`src/rtl/div_unit_pkg.sv`:
```
// Shared encodings for the EX-stage divider: FSM states and handshake levels.
package div_unit_pkg;

  localparam int REG_BUS_W = 32;

  typedef enum logic [1:0] {
    DIV_FREE    = 2'b00,
    DIV_BY_ZERO = 2'b01,
    DIV_ON      = 2'b10,
    DIV_END     = 2'b11
  } div_state_e;

  localparam logic DIV_RESULT_READY     = 1'b1;
  localparam logic DIV_RESULT_NOT_READY = 1'b0;
  localparam logic DIV_START            = 1'b1;
  localparam logic DIV_STOP             = 1'b0;

endpackage

```
`src/rtl/div_step.sv`:
```
// One restoring shift-subtract iteration on {partial remainder, quotient bits}.
module div_step #(
  parameter int DATA_W = 32
) (
  input  logic [2*DATA_W:0] work_i,
  input  logic [DATA_W-1:0] divisor_i,
  output logic [2*DATA_W:0] work_o
);

  logic [2*DATA_W+1:0] shifted;
  logic [DATA_W+1:0]   diff;

  always_comb begin
    shifted = {work_i, 1'b0};
    // Upper slice is the shifted partial remainder; a clear sign bit means it covers the divisor.
    diff    = shifted[2*DATA_W+1:DATA_W] - {2'b00, divisor_i};
    work_o  = shifted[2*DATA_W:0];
    if (!diff[DATA_W+1]) begin
      work_o[2*DATA_W:DATA_W] = diff[DATA_W:0];
      work_o[0]               = 1'b1;
    end
  end

endmodule

```
`src/rtl/div_unit.sv`:
```
// Multi-cycle signed/unsigned divider for DIV/DIVU; returns {remainder, quotient}.
module div_unit
  import div_unit_pkg::*;
#(
  parameter int DATA_W = REG_BUS_W,
  parameter int CNT_W  = 6
) (
  input  logic              clk,
  input  logic              rst,
  input  logic              signed_div_i,
  input  logic [DATA_W-1:0] opdata1_i,
  input  logic [DATA_W-1:0] opdata2_i,
  input  logic              start_i,
  input  logic              annul_i,
  output logic [2*DATA_W-1:0] result_o,
  output logic              ready_o
);

  // Handshake: EX raises start_i and holds it until it has taken result_o; ready_o
  // rises with a valid result and stays high (result held) until start_i drops.
  div_state_e          state_q, state_d;
  logic [CNT_W-1:0]    cnt_q, cnt_d;
  logic [2*DATA_W:0]   work_q, work_d, step_out;
  logic [DATA_W-1:0]   divisor_q, divisor_d;
  logic                neg_quo_q, neg_quo_d;
  logic                neg_rem_q, neg_rem_d;
  logic [2*DATA_W-1:0] result_q, result_d;
  logic                ready_q, ready_d;
  logic [DATA_W-1:0]   abs_op1, abs_op2, quo, rem;

  div_step #(.DATA_W(DATA_W)) u_step (
    .work_i    (work_q),
    .divisor_i (divisor_q),
    .work_o    (step_out)
  );

  always_comb begin
    state_d   = state_q;
    cnt_d     = cnt_q;
    work_d    = work_q;
    divisor_d = divisor_q;
    neg_quo_d = neg_quo_q;
    neg_rem_d = neg_rem_q;
    result_d  = result_q;
    ready_d   = ready_q;
    abs_op1   = (signed_div_i && opdata1_i[DATA_W-1]) ? -opdata1_i : opdata1_i;
    abs_op2   = (signed_div_i && opdata2_i[DATA_W-1]) ? -opdata2_i : opdata2_i;
    quo       = neg_quo_q ? -work_q[DATA_W-1:0] : work_q[DATA_W-1:0];
    rem       = neg_rem_q ? -work_q[2*DATA_W-1:DATA_W] : work_q[2*DATA_W-1:DATA_W];

    case (state_q)
      DIV_FREE: begin
        if (start_i == DIV_START && !annul_i) begin
          work_d    = {{(DATA_W+1){1'b0}}, abs_op1};
          divisor_d = abs_op2;
          neg_quo_d = signed_div_i && (opdata1_i[DATA_W-1] ^ opdata2_i[DATA_W-1]);
          neg_rem_d = signed_div_i && opdata1_i[DATA_W-1];
          cnt_d     = '0;
          state_d   = (opdata2_i == '0) ? DIV_BY_ZERO : DIV_ON;
        end
      end
      DIV_BY_ZERO: begin
        result_d = '0;
        ready_d  = DIV_RESULT_READY;
        state_d  = DIV_END;
      end
      DIV_ON: begin
        if (annul_i) begin
          cnt_d   = '0;
          ready_d = DIV_RESULT_NOT_READY;
          state_d = DIV_FREE;
        end else if (cnt_q == CNT_W'(DATA_W)) begin
          result_d = {rem, quo};
          ready_d  = DIV_RESULT_READY;
          cnt_d    = '0;
          state_d  = DIV_END;
        end else begin
          work_d = step_out;
          cnt_d  = cnt_q + CNT_W'(1);
        end
      end
      DIV_END: begin
        if (start_i == DIV_STOP || annul_i) begin
          result_d = '0;
          ready_d  = DIV_RESULT_NOT_READY;
          state_d  = DIV_FREE;
        end
      end
      default: state_d = DIV_FREE;
    endcase
  end

  always_ff @(posedge clk) begin
    if (rst) begin
      state_q   <= DIV_FREE;
      cnt_q     <= '0;
      work_q    <= '0;
      divisor_q <= '0;
      neg_quo_q <= 1'b0;
      neg_rem_q <= 1'b0;
      result_q  <= '0;
      ready_q   <= DIV_RESULT_NOT_READY;
    end else begin
      state_q   <= state_d;
      cnt_q     <= cnt_d;
      work_q    <= work_d;
      divisor_q <= divisor_d;
      neg_quo_q <= neg_quo_d;
      neg_rem_q <= neg_rem_d;
      result_q  <= result_d;
      ready_q   <= ready_d;
    end
  end

  assign result_o = result_q;
  assign ready_o  = ready_q;

endmodule

```
`config.mk`:
```
export PLATFORM = sky130hd
export DESIGN_NAME = div_unit
export DESIGN_NICKNAME = d
export VERILOG_FILES = /design/src/rtl/div_unit_pkg.sv /design/src/rtl/div_step.sv /design/src/rtl/div_unit.sv
export SDC_FILE = /design/constraint.sdc
export NUM_CORES = 1
export LEC_CHECK = 0
export ABC_AREA = 1
export CORE_ASPECT_RATIO = 0.6
export CORE_MARGIN = 2
export CORE_UTILIZATION = 35
export CTS_CLUSTER_DIAMETER = 150
export DETAILED_ROUTE_END_ITERATION = 10
export HOLD_SLACK_MARGIN = 0.08
export PLACE_DENSITY = 0.52
export REMOVE_ABC_BUFFERS = 1
export SETUP_SLACK_MARGIN = 0.1
export SKIP_CTS_REPAIR_TIMING = 1
export SYNTH_ARGS = -nofsm -noshare
export SYNTH_HDL_FRONTEND = slang
export SYNTH_SLANG_ARGS = --single-unit
```
`constraint.sdc`:
```
create_clock -name clk -period 2.37 [get_ports clk]
set_input_delay 0.711 -clock clk [delete_from_list [all_inputs] [get_ports clk]]
set_output_delay 0.711 -clock clk [all_outputs]
set_load 0.01 [all_outputs]
```
==> metrics, run 1 <==
result of the run=complete, no violations; crit path DAT=2570 ps; Sink Count=172; PwrDens=589 nW/um^2; Post-Syn Instances=2205; die area=39100 sq um; Top FF cell, synth=dfxtp_1; root buffer cell=clkbuf_16; Async S/R FF share, synth=0%; vias per std cell=5.06; grt ovf=0; Req. time, crit path=around 2700 ps; Seq/Total Area, Yosys=26.3%; Net Sw Frac=40.7%; measured slew at the worst slew-check pin=649 ps; Reg area=roughly 3500 sq um; antenna violations before repair=0; GR Util All Layers=26.4%; Reg2Reg Capture Point=work_q[51]$_SDFFE_PP0P_; DRC=0; Final Hold Viols=0; P_int=0.00652 W; Synth cell types=47; metal3 WL=roughly 4.2 mm; synthesized flop and latch total=172; first-pass GRT wire length=79.8 mm; final critical-path required period=2230 ps; Num CTS Buffers=17; Initial Utilization=35.8%; Post-DP HPWL=41.8 mm; post-layout net count=2669; Final Cycle Share=94.2%; Post-synth top cells=560 x nand2_1, 322 x inv_1, 245 x nand3_1, 236 x a21oi_1, 177 x nor2_1; Hold Crit Class=register to register; fraction of layout cells with a size suffix above 1=21.5%; routed length per instance=17.2 um; Peak VDD IR=629 uV; Detailed Routing Iterations Pass 1=6; Slew headroom=56.7%; clk_skew=between 15 and 20 ps; Critical Path End Type=register; routed via count=15600; Final ANT Viol Nets=0; highest routing layer actually used=met4; Die W=254 um; Max-Cap Viols=0; WL final=roughly 53 mm; worst hold stages=2; largest net degree at the start of global routing=a little under 80; TritonCTS clock tree=yes; sw power=~0.0045 W; Final Wtd Congestion=0.950; multi-input logic area=between 8000 and 9000 sq um; setup ws final=137 ps; area grow syn2layout=42.4%; setup TNS=0 ps; Core Rows=54; synthesized area=13100 sq um; syn avg cell area=between 5 and 6 sq um; core area=around 37000 sq um; total number of yosys warnings=0; part of the power in combinational logic=41.9%; Critical Path Fanout Max=7; Longest Clk Path Bufs=2; unrepaired setup endpoints after global routing=true; FF-to-FF setup slack=around 140 ps; area leader, netlist=dfxtp_1; final slew viol count=0; most common cell in the netlist=nand2_1; number of global-route vias before repair=14100; placed insts=3032; Reg clk slew, reported paths=80 ps; reg2reg path depth=17; worst setup path class=register to register; Fill cells=3824; fmax=448 MHz; crit path from=divisor_q[6]$_SDFFE_PP0P_; clock share of power=roughly 28%; Iter 0 DRT Violations=between 1000 and 1500; Setup crit end=work_q[51]$_SDFFE_PP0P_; Die Ht=between 150 and 200 um; Seq pwr share=30.0%; Leak=8.67 nW; Area contributors post-synth=dfxtp_1 26%, nand2_1 16%, nand3_1 9.4%; worst r2r src=divisor_q[6]$_SDFFE_PP0P_; type of origin of the critical path=register; # setup viols final=0; Top-Level Pins=134; WL met1=28.7 mm; port bufs=133; WL met2=around 19 mm; pre-CTS WS=-495 ps; H-tree levels=4; final non-filler cell total=about 3000; ant diodes=0; Post-synth EDFFs=0; Skew-Pair Late Insertion Delay=460 ps; Synth top area share=26.3%; WHS=roughly 460 ps
## metrics by stage
step	cell area, sq um	total power (W)	utilization (%)
3_3_place_gp	17000	0.00736	46.3
3_5_place_dp	17000	0.00738	46.3
6_report	18700	0.0110	51.0
5_1_grt	18700	0.0116	51.0
2_1_floorplan	12700	0.00546	-
4_1_cts	17600	0.0105	48.0
## worst max-delay path: stages (launching register included)
cell and delay (ps):
dfxtp_1 360, inv_2 70, ha_4 250, nand2_1 90, nand2_2 70, nand2_1 80, nand2_2 80, inv_2 70
nand3_4 100, nand2_4 100, nand2_4 80, nand2_4 120, nand2_8 80, nand2_8 130, buf_12 150, nand3_1 110
nand3_1 110, a21oi_1 60
## routing by layer
metal  global-route usage (%)  up-vias
met5                        0        -
met2                     33.3      479
met4                     4.73        0
met3                     5.71       31
li1                         -     7880
met1                     43.7     7172
## placed cells by master, fill, tap and decap left out, drive strengths merged, types with 8 or more instances in the layout
| cell type | count |
|---|---|
| xnor2 | 22 |
| o221ai | 11 |
| inv | 337 |
| xor2 | 29 |
| a21oi | 239 |
| clkdlybuf4s50 | 123 |
| buf | 286 |
| o21ai | 125 |
| clkbuf | 21 |
| o211ai | 12 |
| or2 | 8 |
| nand3 | 249 |
| dlymetal6s2s | 9 |
| ha | 38 |
| nand2 | 572 |
| nor3 | 35 |
| nand4 | 42 |
| and2 | 9 |
| nor2 | 193 |
| dfxtp | 172 |
## final cells by class
type | count | area share [%]
well taps | 504 | 3.38
inverters | 331 | 6.67
clock inverters | 15 | 1.10
multi-input cells | 1617 | 47.6
repair buffers | 422 | 20.4
flip-flops and latches | 172 | 18.6
clock buffers | 17 | 2.28
## flip-flops by register name, summed over array words and instances (netlist names)
name / cells
work_q: 65
result_o: 64
divisor_q: 32
cnt_q: 6
state_q: 2
neg_quo_q: 1
neg_rem_q: 1
ready_o: 1
## worst min-delay path by stage
stage	slack [ps]	startpoint	to
global placement	450	result_o[40]$_SDFFE_PP0P_	result_o[40]$_SDFFE_PP0P_
CTS	470	result_o[24]$_SDFFE_PP0P_	result_o[24]$_SDFFE_PP0P_
global route	480	result_o[24]$_SDFFE_PP0P_	result_o[24]$_SDFFE_PP0P_
finish	460	result_o[0]$_SDFFE_PP0P_	result_o[0]$_SDFFE_PP0P_
floorplan	440	divisor_q[31]$_SDFFE_PP0P_	divisor_q[31]$_SDFFE_PP0P_
detailed placement	450	result_o[0]$_SDFFE_PP0P_	result_o[0]$_SDFFE_PP0P_
## cells by family after synthesis
logic type | after synthesis | share of synthesized area (%)
compound gates | 408 | 16.8
fa+ha+maj | 39 | 3.78
buf+inv | 416 | 12.6
flops | 172 | 26.3
simple gates | 1119 | 37.2
xor+xnor | 51 | 3.41
## power groups by stage
stage          clock, W  combinational [W]  sequential, W
2_1_floorplan         0            0.00215        0.00330
3_3_place_gp          0            0.00403        0.00333
3_5_place_dp          0            0.00405        0.00333
4_1_cts         0.00314            0.00407        0.00327
5_1_grt         0.00326            0.00504        0.00331
6_report        0.00309            0.00460        0.00329
Note: power is estimated with default switching activity, not from simulation.
==> run 2: changes to the inputs <==
--- a/config.mk
+++ b/config.mk
@@ -7,13 +7,10 @@
 export LEC_CHECK = 0
 export ABC_AREA = 1
 export CORE_ASPECT_RATIO = 0.6
-export CORE_MARGIN = 2
 export CORE_UTILIZATION = 35
 export CTS_CLUSTER_DIAMETER = 150
 export DETAILED_ROUTE_END_ITERATION = 10
 export HOLD_SLACK_MARGIN = 0.08
-export PLACE_DENSITY = 0.52
-export REMOVE_ABC_BUFFERS = 1
 export SETUP_SLACK_MARGIN = 0.1
 export SKIP_CTS_REPAIR_TIMING = 1
 export SYNTH_ARGS = -nofsm -noshare
==> run 2 against run 1 <==
Against the previous run:
- core utilization shrank 1.2 points
- largest power group unchanged
- maximum frequency fell by 1.8%
- worst setup slack got worse by 41 ps
- clock skew fell by 3.4 ps
- combinational power down 4.6%
- critical endpoint is now work_q[58]$_SDFFE_PP0P_
- sequential share of layout area increased by 0.36 points
- clock power shrank 6%
- cell count decreased by 0.71%
- hold slack better by 1.2 ps
==> metrics, run 2 (synthesized netlist as in run 1, its figures left out) <==
syn nets=2313; unrepaired setup endpoints after global routing=true; first-pass GRT wire length=roughly 80 mm; buffers plus inverters on the worst setup path=3; ant diodes=0; grt ovf=0; fmax=between 400 and 500 MHz; routed via count=16000; Final Hold Viols=0; Sink Count=172; clk_skew=12.6 ps; Num CTS Buffers=17; Post-DP HPWL=43.1 mm; met3 usage=7.88%; worst r2r src=divisor_q[20]$_SDFFE_PP0P_; Final Cycle Share=96.0%; post-layout net count=2647; antenna violations before repair=0; Critical Path Fanout Max=11; routed length per instance=17.5 um; area grow syn2layout=39.1%; Longest Clk Path Bufs=2; largest register by flop count=work_q; Req. time, crit path=2680 ps; Top Family by Delay on Critical Path=simple AND/OR/NAND/NOR gates; Top-Level Pins=134; Largest register FFs=between 60 and 70; Skew-Pair Late Insertion Delay=around 460 ps; hold path startpoint=result_o[23]$_SDFFE_PP0P_; Max-Cap Viols=0; Die Ht=152 um; largest net degree at the start of global routing=~130; Global Route met2 Usage=33.1%; crit path DAT=2590 ps; number of global-route vias before repair=14100; # setup viols final=0; Util after Layout=approximately 50%; PwrDens=583 nW/um^2; Leak=8.43 nW; Critical-path top delay cell=dfxtp_2; Initial Utilization=35.8%; commonest non-fill, non-tap cell in the layout=nand2_1; busiest grt layer=met1; Peak VDD IR=428 uV; Slew headroom=55.6%; met1 GRT Util=44.4%; Die W=252 um; Hold Crit Class=register to register; Core Rows=54; Critical Path End Type=register; H-tree levels=4; root buffer cell=clkbuf_16; DRC=0; type of origin of the critical path=register; port bufs=133; result of the run=complete, no violations; Final ANT Viol Nets=0; WL final=53.5 mm; worst setup path class=register to register; worst-path cell chain=inv_4 > ha_4 > nand2_2 > inv_1 > nand2_1 > nand2_2 > a21oi_4 > nor2_4 > nor2_4 > nand2_4 > nand2_8 > buf_12 > nand3_2 > nand3_1 > a21oi_1; Reg clk slew, reported paths=about 80 ps; crit path from=divisor_q[20]$_SDFFE_PP0P_; GR Util All Layers=27.0%; final critical-path required period=~2300 ps; final slew viol count=0; core area=36600 sq um; Iter 0 DRT Violations=1633; CP max stage delay=~350 ps; most frequent cells in the layout=541 x nand2_1, 298 x inv_1, 248 x buf_4; WHS=465 ps; TritonCTS clock tree=yes; measured slew at the worst slew-check pin=661 ps; Final Wtd Congestion=about 1.0; vias per std cell=5.22; die area=approximately 38000 sq um; fraction of layout cells with a size suffix above 1=between 10% and 20%; Detailed Routing Iterations Pass 1=6
-- run 2: cell count changes in the layout (fill, tap and decap cells not counted), sizes merged, moves of 2 or more --
cell | previous run | this run
clkinvlp | 3 | 1
buf | 286 | 267
clkdlybuf4s50 | 123 | 128
clkbuf | 21 | 19
dlymetal6s2s | 9 | 4
inv | 337 | 340
-- run 2: final timing paths --
check	endpoint	slack, ps	depth (start not counted)
worst max-delay path	work_q[58]$_SDFFE_PP0P_	100	15
worst min-delay path	result_o[23]$_SDFFE_PP0P_	460	2
worst max register to register	work_q[58]$_SDFFE_PP0P_	100	15
worst min register to register	result_o[23]$_SDFFE_PP0P_	460	2
-- run 2: area by class of cell --
cell class	count	area (sq um)
fillers	3805	18400
clock buffers	18	439
repair buffers	400	3580
clock inverters	14	149
multi-input cells	1617	8730
flip-flops and latches	172	3460
inverters	331	1250
well taps	504	631
-- run 2: where the power goes --
part | internal (W) | total (W) | switching (W)
combinational | 0.00167 | 0.00439 | 0.00272
clock | 0.00152 | 0.00290 | 0.00138
sequential | 0.00309 | 0.00336 | 0.000269
total | 0.00628 | 0.0106 | 0.00436
-- run 2: routing by layer --
layer | vias to the layer above | routed length (um) | share of wire [%]
met5 | - | 0 | 0
met4 | 0 | 613 | 1.1
met3 | 43 | 6200 | 12
met2 | 679 | 19300 | 36
met1 | 7378 | 27500 | 51
li1 | 7857 | - | -
-- run 2: worst reg2reg max path, stage by stage (launching register included) --
cell and delay, ps:
dfxtp_2 350, inv_4 70, ha_4 260, nand2_2 110
inv_1 50, nand2_1 70, nand2_2 90, a21oi_4 190
nor2_4 60, nor2_4 210, nand2_4 110, nand2_8 110
buf_12 140, nand3_2 110, nand3_1 120, a21oi_1 80
-- run 2: per-stage QoR --
step           area [sq um]  setup slack, ps  std cells  total power, W  setup TNS [ps]
4_1_cts               17400            -72.7       3050          0.0102            -131
5_1_grt               18200            -11.8       3056          0.0112           -27.3
2_1_floorplan         13100              210       2205         0.00557               0
6_report              18200             95.8       3056          0.0106               0
3_3_place_gp          16900             -411       3018         0.00731          -17570
3_5_place_dp          16900             -424       3018         0.00734          -26030
